===== config.mk =====
export PLATFORM = sky130hd
export DESIGN_NAME = mem_access_unit
export DESIGN_NICKNAME = d
export VERILOG_FILES = /design/src/rtl/mem_access_unit_pkg.sv /design/src/rtl/mem_access_unit_load_extend.sv /design/src/rtl/mem_access_unit.sv
export SDC_FILE = /design/constraint.sdc
export NUM_CORES = 1
export LEC_CHECK = 0
export CORE_AREA = 2 2 132 134
export DETAILED_ROUTE_END_ITERATION = 16
export DIE_AREA = 0 0 134 136
export PLACE_DENSITY = 0.76
export RECOVER_POWER = 25
export SYNTH_ARGS = -nofsm -noshare
export SYNTH_HDL_FRONTEND = slang
export SYNTH_SLANG_ARGS = --single-unit
export TNS_END_PERCENT = 20

===== constraint.sdc =====
create_clock -name clk_i -period 1.81 [get_ports clk_i]
set_input_delay 0.362 -clock clk_i [delete_from_list [all_inputs] [get_ports clk_i]]
set_output_delay 0.362 -clock clk_i [all_outputs]
set_load 0.005 [all_outputs]

===== src/rtl/mem_access_unit_pkg.sv =====
// mem_pkg: shared funct3 codes, FSM encoding, size codes and legality check
// for the RV32I load/store unit.
`default_nettype none

package mem_pkg;

  localparam logic [2:0] F3_B  = 3'b000;
  localparam logic [2:0] F3_H  = 3'b001;
  localparam logic [2:0] F3_W  = 3'b010;
  localparam logic [2:0] F3_BU = 3'b100;
  localparam logic [2:0] F3_HU = 3'b101;

  localparam logic [1:0] SIZE_BYTE = 2'b00;
  localparam logic [1:0] SIZE_HALF = 2'b01;
  localparam logic [1:0] SIZE_WORD = 2'b10;

  typedef enum logic [1:0] {
    IDLE  = 2'b00,
    LOAD  = 2'b01,
    STORE = 2'b11,
    RESP  = 2'b10
  } state_e;

  // Unsupported funct3 or an access not aligned to its natural size.
  function automatic logic access_fault(input logic       is_store,
                                        input logic [2:0] funct3,
                                        input logic [1:0] addr_lo);
    logic bad_f3;
    logic misaligned;
    if (is_store) begin
      bad_f3 = (funct3 != F3_B) && (funct3 != F3_H) && (funct3 != F3_W);
    end else begin
      bad_f3 = (funct3 != F3_B) && (funct3 != F3_H) && (funct3 != F3_W) &&
               (funct3 != F3_BU) && (funct3 != F3_HU);
    end
    misaligned = ((funct3[1:0] == SIZE_HALF) && addr_lo[0]) ||
                 ((funct3[1:0] == SIZE_WORD) && (addr_lo != 2'b00));
    return bad_f3 || misaligned;
  endfunction

endpackage

`default_nettype wire


===== src/rtl/mem_access_unit_load_extend.sv =====
// load_extend: selects the addressed byte/half of a 32-bit word and
// sign- or zero-extends it according to funct3.
`default_nettype none

module load_extend
  import mem_pkg::*;
(
  input  logic [31:0] word_i,
  input  logic [1:0]  addr_i,
  input  logic [2:0]  funct3_i,
  output logic [31:0] data_o
);

  logic [31:0] byte_w;
  logic [31:0] half_w;

  always_comb begin
    byte_w = word_i >> {addr_i, 3'b000};
    half_w = word_i >> {addr_i[1], 4'b0000};
    case (funct3_i)
      F3_B:    data_o = {{24{byte_w[7]}}, byte_w[7:0]};
      F3_H:    data_o = {{16{half_w[15]}}, half_w[15:0]};
      F3_BU:   data_o = {24'd0, byte_w[7:0]};
      F3_HU:   data_o = {16'd0, half_w[15:0]};
      default: data_o = word_i;
    endcase
  end

endmodule

`default_nettype wire


===== src/rtl/mem_access_unit.sv =====
// mem_access_unit: RV32I load/store unit sequencing one request at a time
// onto the datamem RD*/WR* interface and returning a write-back response.
`default_nettype none

module mem_access_unit
  import mem_pkg::*;
#(
  parameter int XLEN       = 32,
  parameter int REG_ADDR_W = 5
) (
  input  logic                  clk_i,
  input  logic                  rstn_i,
  input  logic                  flush_i,
  input  logic                  req_valid_i,
  output logic                  req_ready_o,
  input  logic                  req_store_i,
  input  logic [2:0]            req_funct3_i,
  input  logic [XLEN-1:0]       req_addr_i,
  input  logic [XLEN-1:0]       req_wdata_i,
  input  logic [REG_ADDR_W-1:0] req_rd_i,
  output logic                  resp_valid_o,
  input  logic                  resp_ready_i,
  output logic                  resp_we_o,
  output logic [REG_ADDR_W-1:0] resp_rd_o,
  output logic [XLEN-1:0]       resp_data_o,
  output logic                  resp_exc_o,
  output logic                  rden_o,
  output logic [XLEN-1:0]       rdaddr_o,
  output logic [1:0]            rdsize_o,
  output logic                  rdsigned_o,
  input  logic                  rdvalid_i,
  input  logic [XLEN-1:0]       rddata_i,
  output logic                  wren_o,
  output logic [XLEN-1:0]       wraddr_o,
  output logic [3:0]            wrstrb_o,
  output logic [XLEN-1:0]       wrdata_o,
  input  logic                  loading_i
);

  state_e                state_q, state_d;
  logic                  squash_q, squash_d;
  logic [2:0]            funct3_q, funct3_d;
  logic [1:0]            addr_lo_q, addr_lo_d;

  logic                  rden_q, rden_d;
  logic [XLEN-1:0]       rdaddr_q, rdaddr_d;
  logic [1:0]            rdsize_q, rdsize_d;
  logic                  rdsigned_q, rdsigned_d;
  logic                  wren_q, wren_d;
  logic [XLEN-1:0]       wraddr_q, wraddr_d;
  logic [3:0]            wrstrb_q, wrstrb_d;
  logic [XLEN-1:0]       wrdata_q, wrdata_d;

  logic                  resp_we_q, resp_we_d;
  logic [REG_ADDR_W-1:0] resp_rd_q, resp_rd_d;
  logic [XLEN-1:0]       resp_data_q, resp_data_d;
  logic                  resp_exc_q, resp_exc_d;

  logic                  accept_w;
  logic                  fault_w;
  logic                  bus_done_w;
  logic [XLEN-1:0]       ext_data_w;
  logic [XLEN-1:0]       word_addr_w;

  assign accept_w    = req_valid_i && !flush_i;
  assign fault_w     = access_fault(req_store_i, req_funct3_i, req_addr_i[1:0]);
  assign bus_done_w  = ((state_q == LOAD) && rdvalid_i) ||
                       ((state_q == STORE) && !loading_i);
  assign word_addr_w = {req_addr_i[XLEN-1:2], 2'b00};

  load_extend u_load_extend (
    .word_i   (rddata_i),
    .addr_i   (addr_lo_q),
    .funct3_i (funct3_q),
    .data_o   (ext_data_w)
  );

  always_ff @(posedge clk_i or negedge rstn_i) begin
    if (!rstn_i) begin
      state_q     <= IDLE;
      squash_q    <= 1'b0;
      funct3_q    <= 3'd0;
      addr_lo_q   <= 2'd0;
      rden_q      <= 1'b0;
      rdaddr_q    <= '0;
      rdsize_q    <= 2'd0;
      rdsigned_q  <= 1'b0;
      wren_q      <= 1'b0;
      wraddr_q    <= '0;
      wrstrb_q    <= 4'd0;
      wrdata_q    <= '0;
      resp_we_q   <= 1'b0;
      resp_rd_q   <= '0;
      resp_data_q <= '0;
      resp_exc_q  <= 1'b0;
    end else begin
      state_q     <= state_d;
      squash_q    <= squash_d;
      funct3_q    <= funct3_d;
      addr_lo_q   <= addr_lo_d;
      rden_q      <= rden_d;
      rdaddr_q    <= rdaddr_d;
      rdsize_q    <= rdsize_d;
      rdsigned_q  <= rdsigned_d;
      wren_q      <= wren_d;
      wraddr_q    <= wraddr_d;
      wrstrb_q    <= wrstrb_d;
      wrdata_q    <= wrdata_d;
      resp_we_q   <= resp_we_d;
      resp_rd_q   <= resp_rd_d;
      resp_data_q <= resp_data_d;
      resp_exc_q  <= resp_exc_d;
    end
  end

  // A squashed transaction still finishes on the bus but skips RESP.
  always_comb begin
    state_d = state_q;
    case (state_q)
      IDLE: begin
        if (accept_w) begin
          if (fault_w)          state_d = RESP;
          else if (req_store_i) state_d = STORE;
          else                  state_d = LOAD;
        end
      end
      LOAD, STORE: begin
        if (bus_done_w) state_d = (squash_q || flush_i) ? IDLE : RESP;
      end
      RESP: begin
        if (flush_i || resp_ready_i) state_d = IDLE;
      end
      default: state_d = IDLE;
    endcase
  end

  always_comb begin
    squash_d    = 1'b0;
    funct3_d    = funct3_q;
    addr_lo_d   = addr_lo_q;
    rden_d      = rden_q;
    rdaddr_d    = rdaddr_q;
    rdsize_d    = rdsize_q;
    rdsigned_d  = rdsigned_q;
    wren_d      = wren_q;
    wraddr_d    = wraddr_q;
    wrstrb_d    = wrstrb_q;
    wrdata_d    = wrdata_q;
    resp_we_d   = resp_we_q;
    resp_rd_d   = resp_rd_q;
    resp_data_d = resp_data_q;
    resp_exc_d  = resp_exc_q;

    case (state_q)
      IDLE: begin
        if (accept_w) begin
          funct3_d    = req_funct3_i;
          addr_lo_d   = req_addr_i[1:0];
          resp_rd_d   = req_rd_i;
          resp_we_d   = 1'b0;
          resp_data_d = '0;
          resp_exc_d  = fault_w;
          if (!fault_w && !req_store_i) begin
            rden_d     = 1'b1;
            rdaddr_d   = word_addr_w;
            rdsize_d   = req_funct3_i[1:0];
            rdsigned_d = ~req_funct3_i[2];
          end
          if (!fault_w && req_store_i) begin
            wren_d   = 1'b1;
            wraddr_d = word_addr_w;
            case (req_funct3_i[1:0])
              SIZE_BYTE: begin
                wrstrb_d = 4'b0001 << req_addr_i[1:0];
                wrdata_d = {4{req_wdata_i[7:0]}};
              end
              SIZE_HALF: begin
                wrstrb_d = 4'b0011 << req_addr_i[1:0];
                wrdata_d = {2{req_wdata_i[15:0]}};
              end
              default: begin
                wrstrb_d = 4'b1111;
                wrdata_d = req_wdata_i;
              end
            endcase
          end
        end
      end
      LOAD: begin
        squash_d = squash_q || flush_i;
        if (rdvalid_i) begin
          rden_d      = 1'b0;
          resp_data_d = ext_data_w;
          resp_we_d   = 1'b1;
        end
      end
      STORE: begin
        squash_d = squash_q || flush_i;
        if (!loading_i) wren_d = 1'b0;
      end
      default: ;
    endcase
  end

  always_comb begin
    req_ready_o  = (state_q == IDLE);
    resp_valid_o = (state_q == RESP);
    resp_we_o    = resp_we_q;
    resp_rd_o    = resp_rd_q;
    resp_data_o  = resp_data_q;
    resp_exc_o   = resp_exc_q;
    rden_o       = rden_q;
    rdaddr_o     = rdaddr_q;
    rdsize_o     = rdsize_q;
    rdsigned_o   = rdsigned_q;
    wren_o       = wren_q;
    wraddr_o     = wraddr_q;
    wrstrb_o     = wrstrb_q;
    wrdata_o     = wrdata_q;
  end

endmodule

`default_nettype wire


==> impl_summary.md <==
GRT
The first global-routing pass estimated around 29000 µm of wire. The total track usage is 20.8%. The via count of the first global-routing pass was between 5000 and 6000. The remaining global-route overflow is 0.

The maximum number of pins on one net before global-route repair is 44. The initial antenna violation count was 0.

STA
Setup repair after global routing could not meet its margin everywhere. The final max-slew violation count is 0. Hold timing on the final database bottoms out at a slack of roughly 400 ps.

Measured against its own limit, the worst slew margin works out to 28.3%. The transition at the pin with the smallest max-transition slack is around 1100 ps. The final-report hold violation count came to 0. The minimum period implied by the final worst setup slack is 1840 ps. The setup skew after layout is 7.86 ps. Setup violations remaining at the end of the flow were counted as 22. Of the available clock period, the critical path in the final layout requires 102%.

Across all setup checks in the final design, the least slack found is -34.8 ps. Timing would allow up to roughly 540 MHz.

Final layout
The final-layout fill cell count is 1343. The growth of design area from synthesis to finish is 61.2%. The layout net count is 973. The number of antenna diodes in the final layout is 0. The area occupied by registers is 0.00370 mm².

The non-filler instance count after layout is 1098. In the final layout, the share of cells above drive strength 1 is between 20 and 25%. The footprint of the multi-input gates is 0.00267 mm².

Synth
The top cell type by area accounts for approximately 57% of the synthesized area. The share of the Yosys chip area taken by registers is 57.2%. The number of synthesis warnings is 0. Among all flip-flop cells after synthesis, the most frequent one is dfrtp_1. Yosys attributes the largest share of cell area to dfrtp_1, mux2_2, nand2_1, o21ai_0, mux2i_1.

The cell area after synthesis is 0.00648 mm². For this run, asynchronously set or reset flops after synthesis account for 100%. The number of distinct library cell variants in the gate-level netlist after synthesis is 39. The number of synthesized register bits is approximately 150.

The average cell area after synthesis is 11.4 µm². The most common cell in the netlist is dfrtp_1. The leading area contributor after synthesis is dfrtp_1. In this run, synthesis inferred 0 flip-flops with an integrated enable. The cell count after synthesis is around 570.

In the synthesized netlist, the cells that appear most often are dfrtp_1, nand2_1, o21ai_0.

Floorplanning
The vertical die dimension is 136 µm. The horizontal die dimension is ~130 µm. The starting density of the core is 38.4%. Row generation in the floorplan step produced 48 rows. The die covers between 0.015 and 0.02 mm². The count of pins on the block boundary is approximately 260.

In this run the standard cell core region covers 0.0169 mm².

Critical path
The critical path starts at state_q[1]. In this run the worst setup path terminates at rdaddr_o[6]. The endpoint of the worst register-to-register path is rdaddr_o[6]. The startpoint identified for the worst register-to-register timing path is state_q[1]. The number of cells traversed by the worst register-to-register path is 6. STA classifies the critical path endpoint as a flop. Data arrives at the worst endpoint at 2140 ps. Of all nets on the critical path, the largest fanout is 7. The slack of the worst reg-to-reg path is -30 ps. STA classifies the critical path startpoint as a flop. The kind of critical path is reg2reg.

At the worst endpoint, the required time is 2110 ps.

Hold path
The startpoint of the tightest hold check path is req_funct3_i[2]. The path category of the worst min-delay check is in2reg.

Detailed routing
The number of routed nets with antenna violations is 0. The final routed DRC violation total is 0. The detailed router placed roughly 5400 vias in this run.

The first TritonRoute pass finished after 7 iterations. The per-cell routed wire length is 17.8 µm. Wires add up to 19500 µm. The number of vias per cell after detailed routing is just under 5.

The initial DRC count is 185.

Clocking
The longest clock path from root to sink contains 2 buffers. Counting every sink on the clock net gives 148. Counting the buffers created by CTS gives 17.

The maximum level of the CTS H-tree is 4. For the worst-skew pair, the clock arrives at the later sink with an insertion delay of about 400 ps. The clock slew at the register clock pins of the worst setup and hold paths is 60 ps. The buffer cell driving the clock tree root is clkbuf_16. TritonCTS built the clock tree.

Placement
The half-perimeter wire length after placement is about 14000 µm. The number of port buffers is 253. The congestion estimate from routability-driven global placement came to 0.820. The number of placed instances with taps included is 1052.

Power
The static leakage is around 0.0047 µW. For this design the ratio of total power to cell area is about 1200 mW/mm². IR analysis of the VDD net gives a maximum drop of between 0.8 and 0.9 mV.

Run
The max-capacitance violation count is 0.

Status
The flow ran to the end, but the final reports show violations. The checks that failed: setup timing.
logic make-up after synthesis:
family	synth area share, %
other	0.0579
buffers and inverters	3.79
AO/OA/AOI/OAI	11.0
multiplexers	17.7
flip-flops	57.2
AND/OR/NAND/NOR	10.3
how the worst min path moves through the flow:
stage                      end  slack [ps]  cells past startpoint
6_report            rdsigned_o         400                      3
2_1_floorplan     addr_lo_q[0]          70                      0
3_3_place_gp       wrstrb_o[0]         320                      1
5_1_grt             rdsigned_o         400                      3
4_1_cts        resp_data_o[18]         450                      2
3_5_place_dp          squash_q         320                      1
flip-flops by register name (all words and copies together) (netlist names), 2 cells and up:
signal,cells
resp_rd_o,5
funct3_q,3
addr_lo_q,2
state_q,2
wraddr_o,30
wrstrb_o,4
wrdata_o,32
resp_data_o,32
rdaddr_o,30
rdsize_o,2
cells in the final DEF (no fill, tap or decap), types with 2 or more instances in the layout:
master / synthesis / final
buf_6: 6 / 9
clkdlybuf4s15_1: 0 / 2
a22oi_2: 0 / 5
nand2b_1: 9 / 9
mux2_2: 60 / 36
clkdlybuf4s50_1: 0 / 246
a21boi_0: 7 / 7
nor3_1: 2 / 2
clkinv_2: 0 / 2
o21ai_1: 0 / 2
buf_4: 5 / 39
buf_8: 0 / 2
dfrtp_1: 148 / 148
nor2b_1: 3 / 3
o22ai_1: 7 / 7
mux2_4: 13 / 37
inv_1: 5 / 5
dlymetal6s2s_1: 0 / 4
buf_12: 0 / 5
nand3_1: 8 / 8
clkbuf_16: 0 / 20
inv_6: 0 / 3
clkbuf_2: 0 / 3
bufinv_16: 0 / 3
a21oi_1: 14 / 14
clkinvlp_4: 0 / 2
a21o_1: 2 / 2
o21ai_0: 62 / 60
a22oi_1: 17 / 12
nand2_1: 102 / 102
nor2_1: 24 / 23
mux2i_1: 25 / 25
clkbuf_8: 0 / 2
conb_1: 1 / 4
worst max-delay path, stage by stage (launching register included):
cell and delay, ps:
dfrtp_1 390, buf_6 120, nor4b_4 240, buf_4 190, o211a_4 270, clkbuf_16 210, mux2_4 300
area by class of cell:
| class | instances | share of cell area, % |
|---|---|---|
| Sequential cell | 148 | 35.5 |
| Timing Repair Buffer | 314 | 30.2 |
| Multi-Input combinational cell | 375 | 25.6 |
| Clock buffer | 20 | 4.37 |
| Tap cell | 225 | 2.70 |
| Clock inverter | 11 | 1.44 |
| Inverter | 5 | 0.180 |
routing by layer:
metal	wire, µm	track usage, %	vias to the layer above	part of all wire, %
met3	1960	9.36	15	10
li1	-	-	2552	-
met4	250	6.62	0	1.3
met5	0	0	-	0
met1	7690	24.0	2638	39
met2	9610	34.6	220	49
timing repair:
item	in CTS	in global routing
resized for setup	4	46
hold buffers	1	0
setup endpoints to repair	3	87
pin swaps	1	5
buffers inserted	2	7
gates cloned	0	5
hold endpoints to repair	34	0
metrics by stage:
step | power, µW | TNS [ps] | area (µm²) | setup slack [ps] | utilization [%]
after floorplan | 6350 | 0 | 6510 | 0.526 | -
after CTS | 13000 | -450 | 10200 | -25.8 | 60.2
after global placement | 9200 | -41580 | 9520 | -395 | 56.4
after detailed placement | 9290 | -45510 | 9520 | -432 | 56.4
after global routing | 13800 | -2250 | 10400 | -84.2 | 61.9
final | 13000 | -512 | 10400 | -34.8 | 61.9
where the power goes:
| group | switching (µW) | internal (µW) | total (µW) |
|---|---|---|---|
| clock | 1380 | 2250 | 3630 |
| combinational | 1530 | 2950 | 4480 |
| sequential | 606 | 4330 | 4930 |
| total | 3520 | 9520 | 13000 |
Power figures use the tool's default switching activity.
